**src/rtl/button_filter.sv**
```systemverilog
`default_nettype none
// ============================================================================
// Module      : button_filter
// Description : Multi-channel push-button conditioner. Each raw input is
//               brought into the clk domain by a 2-flop synchronizer, then
//               debounced by a per-channel counter that advances only on a
//               shared prescaler tick. Accepted edges produce one-cycle
//               press/release pulses.
//               Optional auto-repeat is compiled in by defining the macro
//               BUTTON_FILTER_REPEAT_EN; without it HOLD_TICKS and
//               REPEAT_TICKS are accepted but have no effect.
// Revision    : 1.0 - initial release
// ============================================================================
module button_filter #(
  parameter int N_BTN        = 4,
  parameter int TICK_DIV     = 12000,
  parameter int STABLE_CNT   = 4,
  parameter int HOLD_TICKS   = 500,
  parameter int REPEAT_TICKS = 100
) (
  input  logic             clk,
  input  logic             rst,
  input  logic [N_BTN-1:0] i_btn,
  output logic [N_BTN-1:0] o_state,
  output logic [N_BTN-1:0] o_press,
  output logic [N_BTN-1:0] o_release,
  output logic             o_tick
);

  localparam int PW = $clog2(TICK_DIV);
  localparam int CW = $clog2(STABLE_CNT + 1);
  localparam logic [PW-1:0] TICK_LAST   = PW'(TICK_DIV - 1);
  localparam logic [CW-1:0] STABLE_LAST = CW'(STABLE_CNT - 1);

`ifdef BUTTON_FILTER_REPEAT_EN
  localparam int HR_MAX = (HOLD_TICKS > REPEAT_TICKS) ? HOLD_TICKS : REPEAT_TICKS;
  localparam int HW     = $clog2(HR_MAX + 1);
  localparam logic [HW-1:0] HOLD_VAL   = HW'(HOLD_TICKS);
  localparam logic [HW-1:0] REPEAT_VAL = HW'(REPEAT_TICKS);
`endif

  logic [N_BTN-1:0] sync_meta;
  logic [N_BTN-1:0] sync_btn;
  logic [PW-1:0]    presc;
  logic             tick;

  // Two-flop synchronizer bringing the raw levels into the clk domain
  always_ff @(posedge clk or posedge rst) begin
    if (rst) begin
      sync_meta <= '0;
      sync_btn  <= '0;
    end else begin
      sync_meta <= i_btn;
      sync_btn  <= sync_meta;
    end
  end

  // Shared prescaler: wraps every TICK_DIV cycles
  always_ff @(posedge clk or posedge rst) begin
    if (rst) begin
      presc <= '0;
    end else if (presc == TICK_LAST) begin
      presc <= '0;
    end else begin
      presc <= presc + PW'(1);
    end
  end

  assign tick = (presc == TICK_LAST);

  // Registered copy of the sample tick for external observers
  always_ff @(posedge clk or posedge rst) begin
    if (rst) begin
      o_tick <= 1'b0;
    end else begin
      o_tick <= tick;
    end
  end

  generate
    for (genvar g = 0; g < N_BTN; g++) begin : g_chan
      logic [CW-1:0] flt_cnt;
      logic          state_q;
      logic          press_q;
      logic          rel_q;
      logic          differ;
      logic          accept;
      logic          rpt_fire;

      assign differ = (sync_btn[g] != state_q);
      // The tick on which the run of differing samples reaches STABLE_CNT
      assign accept = tick && differ && (flt_cnt == STABLE_LAST);

      // Debounce counter and accepted level
      always_ff @(posedge clk or posedge rst) begin
        if (rst) begin
          flt_cnt <= '0;
          state_q <= 1'b0;
        end else if (tick) begin
          if (!differ) begin
            flt_cnt <= '0;
          end else if (accept) begin
            flt_cnt <= '0;
            state_q <= ~state_q;
          end else begin
            flt_cnt <= flt_cnt + CW'(1);
          end
        end
      end

`ifdef BUTTON_FILTER_REPEAT_EN
      logic [HW-1:0] hold_cnt;
      logic [HW-1:0] hold_next;
      logic          repeating;

      // Saturating increment; the counter is reloaded long before saturation
      assign hold_next = (hold_cnt == '1) ? hold_cnt : hold_cnt + HW'(1);
      // First repeat after HOLD_TICKS, later ones every REPEAT_TICKS
      assign rpt_fire  = tick && state_q && !accept &&
                         (repeating ? (hold_next == REPEAT_VAL) : (hold_next == HOLD_VAL));

      // Hold/repeat timer, cleared while released and on every accepted edge
      always_ff @(posedge clk or posedge rst) begin
        if (rst) begin
          hold_cnt  <= '0;
          repeating <= 1'b0;
        end else if (!state_q || accept) begin
          hold_cnt  <= '0;
          repeating <= 1'b0;
        end else if (tick) begin
          if (rpt_fire) begin
            hold_cnt  <= '0;
            repeating <= 1'b1;
          end else begin
            hold_cnt  <= hold_next;
          end
        end
      end
`else
      assign rpt_fire = 1'b0;
`endif

      // One-cycle event pulses following an accepted edge or a repeat
      always_ff @(posedge clk or posedge rst) begin
        if (rst) begin
          press_q <= 1'b0;
          rel_q   <= 1'b0;
        end else begin
          press_q <= (accept && !state_q) || rpt_fire;
          rel_q   <= accept && state_q;
        end
      end

      assign o_state[g]   = state_q;
      assign o_press[g]   = press_q;
      assign o_release[g] = rel_q;
    end
  endgenerate

endmodule
`default_nettype wire

```
**config.mk**
```make
export PLATFORM = sky130hd
export DESIGN_NAME = button_filter
export DESIGN_NICKNAME = d
export VERILOG_FILES = /design/src/rtl/button_filter.sv
export SDC_FILE = /design/constraint.sdc
export NUM_CORES = 1
export LEC_CHECK = 0
export ABC_AREA = 0
export BUFFER_PORTS_ARGS = -buffer_cell sky130_fd_sc_hd__clkbuf_2
export CAP_MARGIN = 10
export CORE_AREA = 4 4 68 70
export CTS_CLUSTER_DIAMETER = 100
export DETAILED_ROUTE_END_ITERATION = 6
export DIE_AREA = 0 0 72 74
export PLACE_DENSITY = 0.71
export SKIP_CTS_REPAIR_TIMING = 1
export SLEW_MARGIN = 20
export SYNTH_ARGS = -nofsm -noshare
export SYNTH_HDL_FRONTEND = slang
export SYNTH_SLANG_ARGS = --single-unit
```
**constraint.sdc**
```tcl
create_clock -name clk -period 2.24 [get_ports clk]
set_input_delay 0.448 -clock clk [delete_from_list [all_inputs] [get_ports clk]]
set_output_delay 0.448 -clock clk [all_outputs]
set_load 0.05 [all_outputs]
```
==> flow_results.xml, run 1 <==
<?xml version="1.0" encoding="UTF-8"?>
<metrics>
  <group name="global_route">
    <metric name="global_route.usage.total" unit="%">15.5</metric>
    <metric name="via_count_of_the_first_global_routing_pass" unit="">1400</metric>
    <metric name="grt_max_degree" unit="">48</metric>
    <metric name="grt-ovfl-total" unit="">0</metric>
    <metric name="grt_antenna_before_repair" unit="">0</metric>
    <metric name="first_pass_grt_wire_length" unit="um">6330</metric>
  </group>
  <group name="critical_path">
    <metric name="required" unit="ps">2420</metric>
    <metric name="ff2ff_setup_slack" unit="ps">-10</metric>
    <metric name="crit_path_start" unit="">presc[5]</metric>
    <metric name="regToRegEndpoint" unit="">g_chan[0].state_q</metric>
    <metric name="start_kind" unit="">register</metric>
    <metric name="critical_path.max_stage_delay" unit="ps">540</metric>
    <metric name="cp_data_arrival_time" unit="ps">2430</metric>
    <metric name="worst_r2r_path_depth" unit="">4</metric>
    <metric name="critical_path.cell_chain" unit="">or4b_4 -&gt; or4_4 -&gt; or3b_4 -&gt; mux2_4</metric>
    <metric name="slowest_cell_on_the_critical_path" unit="">sky130_fd_sc_hd__or4b_4</metric>
    <metric name="worst-setup-path-type" unit="">register to register</metric>
    <metric name="startpoint_of_the_lowest_slack_register_to_register_path" unit="">presc[5]</metric>
    <metric name="critical_path_endpoint_category" unit="">register</metric>
    <metric name="largest_fanout_of_any_net_on_the_critical_path" unit="">2</metric>
  </group>
  <group name="route">
    <metric name="met3WireLength" unit="um">206</metric>
    <metric name="routed-wl-met2" unit="um">1780</metric>
    <metric name="drc" unit="">0</metric>
    <metric name="dr_vias" unit="">1313</metric>
    <metric name="detail_route.iter0.violations" unit="">69</metric>
    <metric name="route.detailed.wl_per_inst" unit="um">14.2</metric>
    <metric name="drt_pass1_iterations" unit="">4</metric>
    <metric name="route.detailed.vias_per_inst" unit="">5.34</metric>
    <metric name="wl" unit="um">3490</metric>
    <metric name="route.antenna.remaining_nets" unit="">0</metric>
    <metric name="met1_length" unit="um">1410</metric>
    <metric name="highest_layer" unit="">met4</metric>
  </group>
  <group name="hold_path">
    <metric name="min_delay_worst_endpoint" unit="">sync_meta[1]</metric>
    <metric name="hp-start" unit="">i_btn[1]</metric>
    <metric name="worst_hold_path.num_cells" unit="">1</metric>
    <metric name="hp-class" unit="">input pin to register</metric>
  </group>
  <group name="layout">
    <metric name="drive_gt1_share" unit="%">23.0</metric>
    <metric name="utilization" unit="%">56.1</metric>
    <metric name="flow.area_growth_from_synthesis" unit="%">11.0</metric>
    <metric name="antenna_fix_cells" unit="">0</metric>
    <metric name="final_cells" unit="">246</metric>
    <metric name="stdcell_area" unit="um^2">2230</metric>
    <metric name="final_net_count" unit="">206</metric>
  </group>
  <group name="sta">
    <metric name="final.setup_skew" unit="ps">5.97</metric>
    <metric name="tightestPinTransition" unit="ps">576</metric>
    <metric name="final_worst_setup_slack" unit="ps">-9.94</metric>
    <metric name="grt_setup_unrepaired" unit="">yes</metric>
    <metric name="final_min_period_over_clock_period" unit="%">100</metric>
    <metric name="fin_crit" unit="ps">2250</metric>
    <metric name="setup_viol" unit="">1</metric>
    <metric name="slew_headroom" unit="%">61.6</metric>
    <metric name="hold_viol_final" unit="">0</metric>
    <metric name="slew_viol_final" unit="">0</metric>
    <metric name="fmax" unit="GHz">0.444</metric>
  </group>
  <group name="status">
    <metric name="outcome" unit="">complete, but fails checks</metric>
    <metric name="failed_checks" unit="">setup timing</metric>
  </group>
  <group name="power">
    <metric name="internal_power" unit="mW">1.08</metric>
    <metric name="clock_power_share" unit="%">34.8</metric>
    <metric name="power.switching_fraction" unit="%">20.8</metric>
    <metric name="comb_power_share" unit="%">2.2</metric>
    <metric name="powerDensity" unit="nW/um^2">613</metric>
    <metric name="leakage" unit="nW">1.07</metric>
    <metric name="sequentialPowerShare" unit="%">63.0</metric>
    <metric name="power.net_switching" unit="mW">0.284</metric>
    <metric name="vdd.ir_drop.worst" unit="mV">0.313</metric>
  </group>
  <group name="placement">
    <metric name="place.detailed.hpwl" unit="um">2570</metric>
    <metric name="place.gp.congestion" unit="">0.833</metric>
    <metric name="io_buffer_count" unit="">18</metric>
    <metric name="place_ws" unit="ps">-24.4</metric>
    <metric name="placed_instance_count" unit="">238</metric>
    <metric name="postPlaceCellArea" unit="um^2">2140</metric>
  </group>
  <group name="clocking">
    <metric name="root_buffer_cell" unit="">sky130_fd_sc_hd__clkbuf_8</metric>
    <metric name="numCtsBuffers" unit="">5</metric>
    <metric name="cts.sink_count" unit="">47</metric>
    <metric name="clock_tree_from_tritoncts" unit="">built</metric>
    <metric name="cts_max_path_buffers" unit="">2</metric>
    <metric name="clk_pin_slew" unit="ps">80</metric>
    <metric name="htree_levels" unit="">2</metric>
    <metric name="clock_latency" unit="ps">290</metric>
  </group>
  <group name="yosys">
    <metric name="synth.top_cells.by_count" unit="">47 x sky130_fd_sc_hd__dfrtp_1, 17 x sky130_fd_sc_hd__nand2_1, 15 x sky130_fd_sc_hd__nor2_1, 12 x sky130_fd_sc_hd__buf_4, 11 x sky130_fd_sc_hd__nand3_1</metric>
    <metric name="yosysTopAreaCell" unit="">sky130_fd_sc_hd__dfrtp_1</metric>
    <metric name="synth-main-ff-cell" unit="">sky130_fd_sc_hd__dfrtp_1</metric>
    <metric name="mappedNetlistArea" unit="um^2">2010</metric>
    <metric name="netlist-cell-type-count" unit="">33</metric>
    <metric name="post_synth_inst_count" unit="">174</metric>
    <metric name="synth_area_per_cell" unit="um^2">11.5</metric>
    <metric name="synth.yosys.warnings" unit="">0</metric>
    <metric name="synth-async-reset-ratio" unit="%">100</metric>
    <metric name="synth_top_cell_area_share" unit="%">58.6</metric>
    <metric name="synth-edff-count" unit="">0</metric>
    <metric name="synth_top_area_cells" unit="">sky130_fd_sc_hd__dfrtp_1 59%, sky130_fd_sc_hd__buf_4 4.5%, sky130_fd_sc_hd__xnor2_1 4.4%, sky130_fd_sc_hd__nand2_1 3.2%, sky130_fd_sc_hd__ha_1 3.1%</metric>
    <metric name="top_count_cell_post_synth" unit="">sky130_fd_sc_hd__dfrtp_1</metric>
    <metric name="postSynthRegisterBits" unit="">47</metric>
    <metric name="postSynthNetCount" unit="">185</metric>
    <metric name="synth_seq_area_share" unit="%">58.6</metric>
  </group>
  <group name="die">
    <metric name="die-height" unit="um">74</metric>
    <metric name="initial_standard_cell_utilization_of_the_core" unit="%">50.6</metric>
    <metric name="core_area" unit="um^2">3970</metric>
    <metric name="die_w" unit="um">72</metric>
    <metric name="io_pins" unit="">19</metric>
    <metric name="floorplan.rows" unit="">23</metric>
    <metric name="total_die_area" unit="um^2">5330</metric>
  </group>
  <group name="flow_run">
    <metric name="timing.max_cap.violations" unit="">0</metric>
  </group>
</metrics>
-- routing by layer --
metal,GRT usage [%],up-vias
met5,0,-
met4,8.35,0
met3,5.00,11
met2,26.4,33
met1,17.4,650
li1,-,619
-- cells in the final DEF (no fill, tap or decap), drive strengths merged --
master,synthesis,routed
clkinv,0,2
or4b,1,1
nor3,3,3
o21ai,4,4
mux2i,1,1
or4,2,2
ha,5,5
nand3,11,11
and2,1,1
nor2b,4,4
nor4,3,3
and4b,1,1
o21a,4,4
buf,13,10
o31ai,1,1
nand2,17,17
and4,1,1
clkbuf,1,25
inv,5,4
o211ai,1,1
nor3b,7,7
a21oi,1,1
xor2,4,4
mux2,4,4
nand4,4,4
nor2,15,15
or3,2,2
dfrtp,47,47
or3b,1,1
xnor2,10,10
-- through the flow --
stage	total power, mW	TNS (ps)	hold slack (ps)
floorplan	0.896	-66.6	331
finish	1.37	-9.94	259
global route	1.42	-37.3	244
global placement	0.906	0	332
CTS	1.38	-43.9	250
detailed placement	0.909	-24.4	340
-- cell type report --
type | count | area, um^2
fillers | 336 | 1740
flip-flops and latches | 47 | 1180
multi-input cells | 108 | 726
repair buffers | 28 | 165
clock buffers | 7 | 76.3
well taps | 50 | 62.6
inverters | 5 | 18.8
clock inverters | 1 | 5.00
-- logic make-up (layout without fill, tap and decap cells) --
kind of cell / Yosys count / in the layout / synth area share, %
simple gates: 73 / 73 / 19.9
buf+inv: 19 / 41 / 5.86
xor+xnor: 14 / 14 / 6.11
mux: 5 / 5 / 2.93
compound gates: 11 / 11 / 3.49
fa+ha+maj: 5 / 5 / 3.12
flops: 47 / 47 / 58.6
-- registers in the layout, summed over array words and instances (netlist names) --
| register | count |
|---|---|
| o_tick | 1 |
| sync_btn | 4 |
| g_chan.state_q | 4 |
| sync_meta | 4 |
| g_chan.press_q | 4 |
| presc | 14 |
| g_chan.flt_cnt | 12 |
| g_chan.rel_q | 4 |
-- worst max-delay path, delay by kind of cell, from the launching register on --
kind | cells | cell delay, ps
and+or+nand+nor | 3 | 1440
DFF | 1 | 390
muxes | 1 | 300
-- how the worst max path moves through the flow --
| stage | endpoint | slack (ps) | cells after the start |
|---|---|---|---|
| CTS | g_chan[0].state_q | -40 | 4 |
| detailed placement | g_chan[0].state_q | -20 | 4 |
| floorplan | g_chan[0].state_q | -70 | 4 |
| global placement | g_chan[0].state_q | 0.9 | 4 |
| global route | g_chan[0].state_q | -40 | 4 |
| finish | g_chan[0].state_q | -10 | 4 |
-- power by group through the flow --
stage               clock network (mW)  registers, mW  logic, mW
global placement                     0          0.876     0.0302
detailed placement                   0          0.877     0.0314
global route                     0.527          0.862     0.0358
finish                           0.476          0.860     0.0300
floorplan                            0          0.876     0.0203
CTS                              0.487          0.860     0.0316
No activity file was read; power rests on OpenSTA's default activity.
==> run 2, diff against run 1 <==
RECOVER_POWER = 100   (was not set)
SKIP_CTS_REPAIR_TIMING = not set   (was 1)
==> flow_results.xml, run 2 (synthesized netlist as in run 1, its figures left out) <==
<?xml version="1.0" encoding="UTF-8"?>
<metrics>
  <group name="global_route">
    <metric name="grt_antenna_before_repair" unit="">0</metric>
    <metric name="grt-ovfl-total" unit="">0</metric>
    <metric name="first_pass_grt_wire_length" unit="um">6330</metric>
    <metric name="grt_max_degree" unit="">48</metric>
    <metric name="global_route.usage.total" unit="%">15.5</metric>
    <metric name="via_count_of_the_first_global_routing_pass" unit="">1398</metric>
  </group>
  <group name="power">
    <metric name="sequentialPowerShare" unit="%">63.0</metric>
    <metric name="power.net_switching" unit="mW">0.284</metric>
    <metric name="leakage" unit="nW">1.01</metric>
    <metric name="internal_power" unit="mW">1.08</metric>
    <metric name="comb_power_share" unit="%">2.1</metric>
    <metric name="clock_power_share" unit="%">34.9</metric>
    <metric name="power.switching_fraction" unit="%">20.8</metric>
    <metric name="powerDensity" unit="nW/um^2">621</metric>
    <metric name="vdd.ir_drop.worst" unit="mV">0.313</metric>
  </group>
  <group name="hold_path">
    <metric name="hp-start" unit="">i_btn[1]</metric>
    <metric name="hp-class" unit="">input pin to register</metric>
    <metric name="min_delay_worst_endpoint" unit="">sync_meta[1]</metric>
    <metric name="worst_hold_path.num_cells" unit="">1</metric>
  </group>
  <group name="die">
    <metric name="core_area" unit="um^2">3970</metric>
    <metric name="floorplan.rows" unit="">23</metric>
    <metric name="initial_standard_cell_utilization_of_the_core" unit="%">50.6</metric>
    <metric name="total_die_area" unit="um^2">5330</metric>
    <metric name="io_pins" unit="">19</metric>
    <metric name="die_w" unit="um">72</metric>
    <metric name="die-height" unit="um">74</metric>
  </group>
  <group name="route">
    <metric name="wl" unit="um">3510</metric>
    <metric name="drt_pass1_iterations" unit="">4</metric>
    <metric name="route.detailed.vias_per_inst" unit="">5.33</metric>
    <metric name="drc" unit="">0</metric>
    <metric name="dr_vias" unit="">1312</metric>
    <metric name="route.detailed.wl_per_inst" unit="um">14.3</metric>
    <metric name="route.antenna.remaining_nets" unit="">0</metric>
    <metric name="detail_route.iter0.violations" unit="">69</metric>
  </group>
  <group name="clocking">
    <metric name="postCtsSetupRepairBufs" unit="">0</metric>
    <metric name="numCtsBuffers" unit="">5</metric>
    <metric name="clk_pin_slew" unit="ps">80</metric>
    <metric name="clock_latency" unit="ps">290</metric>
    <metric name="hold_fix_buffers_cts" unit="">0</metric>
    <metric name="cts.sink_count" unit="">47</metric>
    <metric name="cts_max_path_buffers" unit="">2</metric>
    <metric name="clock_tree_from_tritoncts" unit="">built</metric>
    <metric name="root_buffer_cell" unit="">sky130_fd_sc_hd__clkbuf_8</metric>
    <metric name="htree_levels" unit="">2</metric>
  </group>
  <group name="sta">
    <metric name="fmax" unit="GHz">0.449</metric>
    <metric name="grt_setup_unrepaired" unit="">yes</metric>
    <metric name="final_min_period_over_clock_period" unit="%">99.4</metric>
    <metric name="final.setup_skew" unit="ps">6.00</metric>
    <metric name="hold_viol_final" unit="">0</metric>
    <metric name="slew_viol_final" unit="">0</metric>
    <metric name="setup_viol" unit="">0</metric>
    <metric name="fin_crit" unit="ps">2230</metric>
    <metric name="tightestPinTransition" unit="ps">1130</metric>
    <metric name="slew_headroom" unit="%">24.6</metric>
  </group>
  <group name="layout">
    <metric name="utilization" unit="%">55.4</metric>
    <metric name="final_cells" unit="">246</metric>
    <metric name="multi_input_comb_area" unit="um^2">726</metric>
    <metric name="sequential_cell_area" unit="um^2">1180</metric>
    <metric name="flow.area_growth_from_synthesis" unit="%">9.53</metric>
    <metric name="final_net_count" unit="">206</metric>
    <metric name="largestRegisters" unit="">presc (14), g_chan.flt_cnt (12)</metric>
    <metric name="antenna_fix_cells" unit="">0</metric>
    <metric name="layout.filler_cells" unit="">339</metric>
    <metric name="largest_register_ffs" unit="">14</metric>
    <metric name="largest_register" unit="">presc</metric>
    <metric name="layout.cells.most_common_list" unit="">47 x sky130_fd_sc_hd__dfrtp_1, 18 x sky130_fd_sc_hd__clkbuf_1, 17 x sky130_fd_sc_hd__nand2_1</metric>
    <metric name="layout_commonest_cell" unit="">sky130_fd_sc_hd__dfrtp_1</metric>
    <metric name="drive_gt1_share" unit="%">14.8</metric>
  </group>
  <group name="flow_run">
    <metric name="timing.max_cap.violations" unit="">0</metric>
  </group>
  <group name="placement">
    <metric name="io_buffer_count" unit="">18</metric>
    <metric name="placed_instance_count" unit="">238</metric>
    <metric name="place.gp.congestion" unit="">0.833</metric>
    <metric name="place.detailed.hpwl" unit="um">2570</metric>
  </group>
  <group name="critical_path">
    <metric name="critical_path_endpoint_category" unit="">register</metric>
    <metric name="largest_fanout_of_any_net_on_the_critical_path" unit="">2</metric>
    <metric name="start_kind" unit="">register</metric>
    <metric name="worst-setup-path-type" unit="">register to register</metric>
    <metric name="startpoint_of_the_lowest_slack_register_to_register_path" unit="">presc[5]</metric>
    <metric name="regToRegEndpoint" unit="">g_chan[0].state_q</metric>
    <metric name="crit_path_start" unit="">presc[5]</metric>
    <metric name="worst_r2r_path_depth" unit="">4</metric>
    <metric name="ff2ff_setup_slack" unit="ps">10</metric>
    <metric name="required" unit="ps">2420</metric>
    <metric name="cp_data_arrival_time" unit="ps">2410</metric>
  </group>
  <group name="status">
    <metric name="outcome" unit="">finished clean</metric>
  </group>
</metrics>
==> run 2: cell count changes in the layout (fill, tap and decap cells not counted), sizes merged <==
cell    delta
buf        -4
clkbuf     +4
==> run 2: stage by stage <==
stage                     worst slack [ps]  instance area (um^2)  total power, mW  hold slack, ps  TNS (ps)
after floorplan                      -66.6                  2010            0.896             331     -66.6
after CTS                            -9.18                  2220             1.38             250     -9.18
after detailed placement             -24.4                  2140            0.909             340     -24.4
after global routing                 -15.2                  2200             1.42             244     -15.2
after global placement               0.934                  2140            0.906             332         0
final                                 12.4                  2200             1.37             259         0
==> run 2: power by group through the flow <==
| stage | clock network [mW] | logic (mW) | registers, mW |
|---|---|---|---|
| after floorplan | 0 | 0.0203 | 0.876 |
| after global placement | 0 | 0.0302 | 0.876 |
| after detailed placement | 0 | 0.0314 | 0.877 |
| after CTS | 0.487 | 0.0316 | 0.860 |
| after global routing | 0.527 | 0.0352 | 0.862 |
| final | 0.476 | 0.0294 | 0.860 |
==> run 2: layout make-up <==
class,count,area share [%]
Clock buffer,7,3.47
Clock inverter,1,0.228
Inverter,5,0.853
Multi-Input combinational cell,108,33.0
Sequential cell,47,53.5
Tap cell,50,2.84
Timing Repair Buffer,28,6.14
==> run 2: per-layer routing <==
layer  vias to the layer above  routed length [um]  track usage, %
met1                       649                1420            17.4
li1                        619                   -               -
met5                         -                   0               0
met3                        11                 216            5.00
met4                         0                  91            8.35
met2                        33                1780            26.4
==> run 2: worst max-delay path by stage <==
| stage | slack, ps | depth (start not counted) | to |
|---|---|---|---|
| detailed placement | -20 | 4 | g_chan[0].state_q |
| finish | 10 | 4 | g_chan[0].state_q |
| floorplan | -70 | 4 | g_chan[0].state_q |
| global placement | 0.9 | 4 | g_chan[0].state_q |
| CTS | -9 | 4 | g_chan[0].state_q |
| global route | -20 | 4 | g_chan[0].state_q |
==> run 2: repair_timing <==
action                     CTS  global route
setup endpoints to repair    1             4
cloned                       0             0
pin swaps                    3             1
gates resized for setup      0             2
==> run 2: worst max-delay path, cell delays in order, from the launching register on <==
cell and delay [ps]:
sky130_fd_sc_hd__dfrtp_1 390, sky130_fd_sc_hd__or4b_4 540, sky130_fd_sc_hd__or4_4 490, sky130_fd_sc_hd__or3b_4 390, sky130_fd_sc_hd__mux2_4 300
==> run 3, diff against run 2 <==
--- a/config.mk
+++ b/config.mk
@@ -15,5 +15,5 @@
 export PLACE_DENSITY = 0.71
 export RECOVER_POWER = 100
-export SLEW_MARGIN = 20
+export SLEW_MARGIN = 25
 export SYNTH_ARGS = -nofsm -noshare
 export SYNTH_HDL_FRONTEND = slang
==> constraint.sdc (replaced) <==
create_clock -name clk -period 2.24 [get_ports clk]
set_input_delay 0.448 -clock clk [delete_from_list [all_inputs] [get_ports clk]]
set_output_delay 0.448 -clock clk [all_outputs]
set_load 0.1 [all_outputs]
==> flow_results.xml, run 3 (synthesized netlist as in run 1, its figures left out) <==
<?xml version="1.0" encoding="UTF-8"?>
<metrics>
  <group name="layout">
    <metric name="drive_gt1_share" unit="%">16.8</metric>
    <metric name="layout.filler_cells" unit="">336</metric>
    <metric name="final_net_count" unit="">206</metric>
    <metric name="largestRegisters" unit="">presc (14), g_chan.flt_cnt (12)</metric>
    <metric name="sequential_cell_area" unit="um^2">1180</metric>
    <metric name="flow.area_growth_from_synthesis" unit="%">9.78</metric>
    <metric name="largest_register_ffs" unit="">14</metric>
    <metric name="largest_register" unit="">presc</metric>
    <metric name="layout_commonest_cell" unit="">sky130_fd_sc_hd__dfrtp_1</metric>
    <metric name="antenna_fix_cells" unit="">0</metric>
    <metric name="layout.cells.most_common_list" unit="">47 x sky130_fd_sc_hd__dfrtp_1, 17 x sky130_fd_sc_hd__nand2_1, 15 x sky130_fd_sc_hd__nor2_1</metric>
    <metric name="multi_input_comb_area" unit="um^2">726</metric>
  </group>
  <group name="clocking">
    <metric name="cts_max_path_buffers" unit="">2</metric>
    <metric name="cts.sink_count" unit="">47</metric>
    <metric name="root_buffer_cell" unit="">sky130_fd_sc_hd__clkbuf_8</metric>
    <metric name="htree_levels" unit="">2</metric>
    <metric name="clk_pin_slew" unit="ps">80</metric>
    <metric name="postCtsSetupRepairBufs" unit="">0</metric>
    <metric name="numCtsBuffers" unit="">5</metric>
    <metric name="clock_latency" unit="ps">290</metric>
    <metric name="clock_tree_from_tritoncts" unit="">built</metric>
  </group>
  <group name="sta">
    <metric name="hold_viol_final" unit="">0</metric>
    <metric name="final.setup_skew" unit="ps">6.00</metric>
    <metric name="tightestPinTransition" unit="ps">1180</metric>
    <metric name="setup_viol" unit="">0</metric>
    <metric name="timing.hold.ws" unit="ps">259</metric>
    <metric name="slew_headroom" unit="%">21.5</metric>
    <metric name="slew_viol_final" unit="">0</metric>
    <metric name="fin_crit" unit="ps">2230</metric>
    <metric name="grt_setup_unrepaired" unit="">yes</metric>
    <metric name="final_min_period_over_clock_period" unit="%">99.5</metric>
    <metric name="fmax" unit="GHz">0.449</metric>
    <metric name="final_worst_setup_slack" unit="ps">12.2</metric>
  </group>
  <group name="critical_path">
    <metric name="worst-setup-path-type" unit="">register to register</metric>
    <metric name="worst_r2r_path_depth" unit="">4</metric>
    <metric name="worst_path_dominant_cell_family" unit="">simple AND/OR/NAND/NOR gates</metric>
    <metric name="critical_path_endpoint_category" unit="">register</metric>
    <metric name="start_kind" unit="">register</metric>
    <metric name="path_buf_inv" unit="">0</metric>
    <metric name="critical_path.cell_chain" unit="">or4b_4 -&gt; or4_4 -&gt; or3b_4 -&gt; mux2_4</metric>
    <metric name="required" unit="ps">2420</metric>
    <metric name="critical_path.max_stage_delay" unit="ps">540</metric>
    <metric name="startpoint_of_the_lowest_slack_register_to_register_path" unit="">presc[5]</metric>
    <metric name="largest_fanout_of_any_net_on_the_critical_path" unit="">2</metric>
    <metric name="ff2ff_setup_slack" unit="ps">10</metric>
    <metric name="slowest_cell_on_the_critical_path" unit="">sky130_fd_sc_hd__or4b_4</metric>
    <metric name="regToRegEndpoint" unit="">g_chan[0].state_q</metric>
    <metric name="cp_data_arrival_time" unit="ps">2410</metric>
  </group>
  <group name="placement">
    <metric name="io_buffer_count" unit="">18</metric>
    <metric name="place_ws" unit="ps">-24.4</metric>
    <metric name="place.detailed.hpwl" unit="um">2570</metric>
    <metric name="place.gp.congestion" unit="">0.833</metric>
  </group>
  <group name="route">
    <metric name="route.detailed.vias_per_inst" unit="">5.33</metric>
    <metric name="wl" unit="um">3500</metric>
    <metric name="drc" unit="">0</metric>
    <metric name="route.detailed.wl_per_inst" unit="um">14.2</metric>
    <metric name="detail_route.iter0.violations" unit="">69</metric>
    <metric name="dr_vias" unit="">1312</metric>
    <metric name="drt_pass1_iterations" unit="">4</metric>
    <metric name="route.antenna.remaining_nets" unit="">0</metric>
  </group>
  <group name="global_route">
    <metric name="global_route.usage.total" unit="%">15.5</metric>
    <metric name="grt-ovfl-total" unit="">0</metric>
    <metric name="first_pass_grt_wire_length" unit="um">6330</metric>
    <metric name="via_count_of_the_first_global_routing_pass" unit="">1398</metric>
    <metric name="grt_max_degree" unit="">48</metric>
    <metric name="grt_antenna_before_repair" unit="">0</metric>
  </group>
  <group name="die">
    <metric name="floorplan.rows" unit="">23</metric>
    <metric name="total_die_area" unit="um^2">5330</metric>
    <metric name="die_w" unit="um">72</metric>
    <metric name="io_pins" unit="">19</metric>
    <metric name="initial_standard_cell_utilization_of_the_core" unit="%">50.6</metric>
    <metric name="core_area" unit="um^2">3970</metric>
    <metric name="die-height" unit="um">74</metric>
  </group>
  <group name="flow_run">
    <metric name="timing.max_cap.violations" unit="">0</metric>
  </group>
  <group name="power">
    <metric name="leakage" unit="nW">1.03</metric>
    <metric name="vdd.ir_drop.worst" unit="mV">0.313</metric>
    <metric name="powerDensity" unit="nW/um^2">620</metric>
  </group>
  <group name="hold_path">
    <metric name="min_delay_worst_endpoint" unit="">sync_meta[1]</metric>
    <metric name="worst_hold_path.num_cells" unit="">1</metric>
    <metric name="hp-start" unit="">i_btn[1]</metric>
    <metric name="hp-class" unit="">input pin to register</metric>
  </group>
  <group name="status">
    <metric name="outcome" unit="">finished clean</metric>
  </group>
</metrics>
==> run 3: cell type report <==
type | instances | share of cell area (%)
inverter | 5 | 0.851
tap | 50 | 2.84
timing repair buffer | 28 | 6.36
sequential | 47 | 53.3
clock buffer | 7 | 3.46
clock inverter | 1 | 0.227
multi-input combinational | 108 | 32.9
==> run 3: layer usage <==
layer | vias to the layer above | share of wire [%] | track usage, %
met4 | 0 | 2.6 | 8.35
met5 | - | 0 | 0
met3 | 11 | 6.1 | 5.00
met1 | 649 | 40 | 17.4
li1 | 619 | - | -
met2 | 33 | 51 | 26.4
==> run 3: timing repair <==
action	4_1_cts	5_1_grt
gates resized for setup	0	2
hold buffers	0	0
hold endpoints to repair	0	0
pin swaps	3	1
setup endpoints to repair	1	4
==> run 3: worst register-to-register path, delay by kind of cell (launching register included) <==
family        cells  cell delay [ps]
flops             1              390
mux               1              300
simple gates      3             1420
==> run 3: how the worst max path moves through the flow <==
stage | start | cells after the start | endpoint
2_1_floorplan | presc[12] | 4 | g_chan[0].state_q
3_3_place_gp | presc[12] | 4 | g_chan[0].state_q
3_5_place_dp | presc[12] | 4 | g_chan[0].state_q
4_1_cts | presc[5] | 4 | g_chan[0].state_q
5_1_grt | presc[5] | 4 | g_chan[0].state_q
6_report | presc[5] | 4 | g_chan[0].state_q
==> run 3: per-stage QoR <==
stage                     cell area, um^2  std cells  utilization, %  setup TNS, ps  power [mW]
final                                2200        246            55.5              0        1.37
after floorplan                      2010        174               -          -66.6       0.896
after detailed placement             2140        238            54.0          -24.4       0.909
after global routing                 2200        246            55.5          -15.2        1.42
after CTS                            2220        246            56.0          -9.18        1.38
after global placement               2140        238            54.0              0       0.906
==> run 3: where the power goes <==
group | internal, mW | total [mW] | leakage, nW | switching [mW]
Sequential | 0.855 | 0.860 | 0.624 | 0.00547
Clock | 0.219 | 0.476 | 0.0422 | 0.257
Combinational | 0.00797 | 0.0294 | 0.360 | 0.0214
Total | 1.08 | 1.37 | 1.03 | 0.284
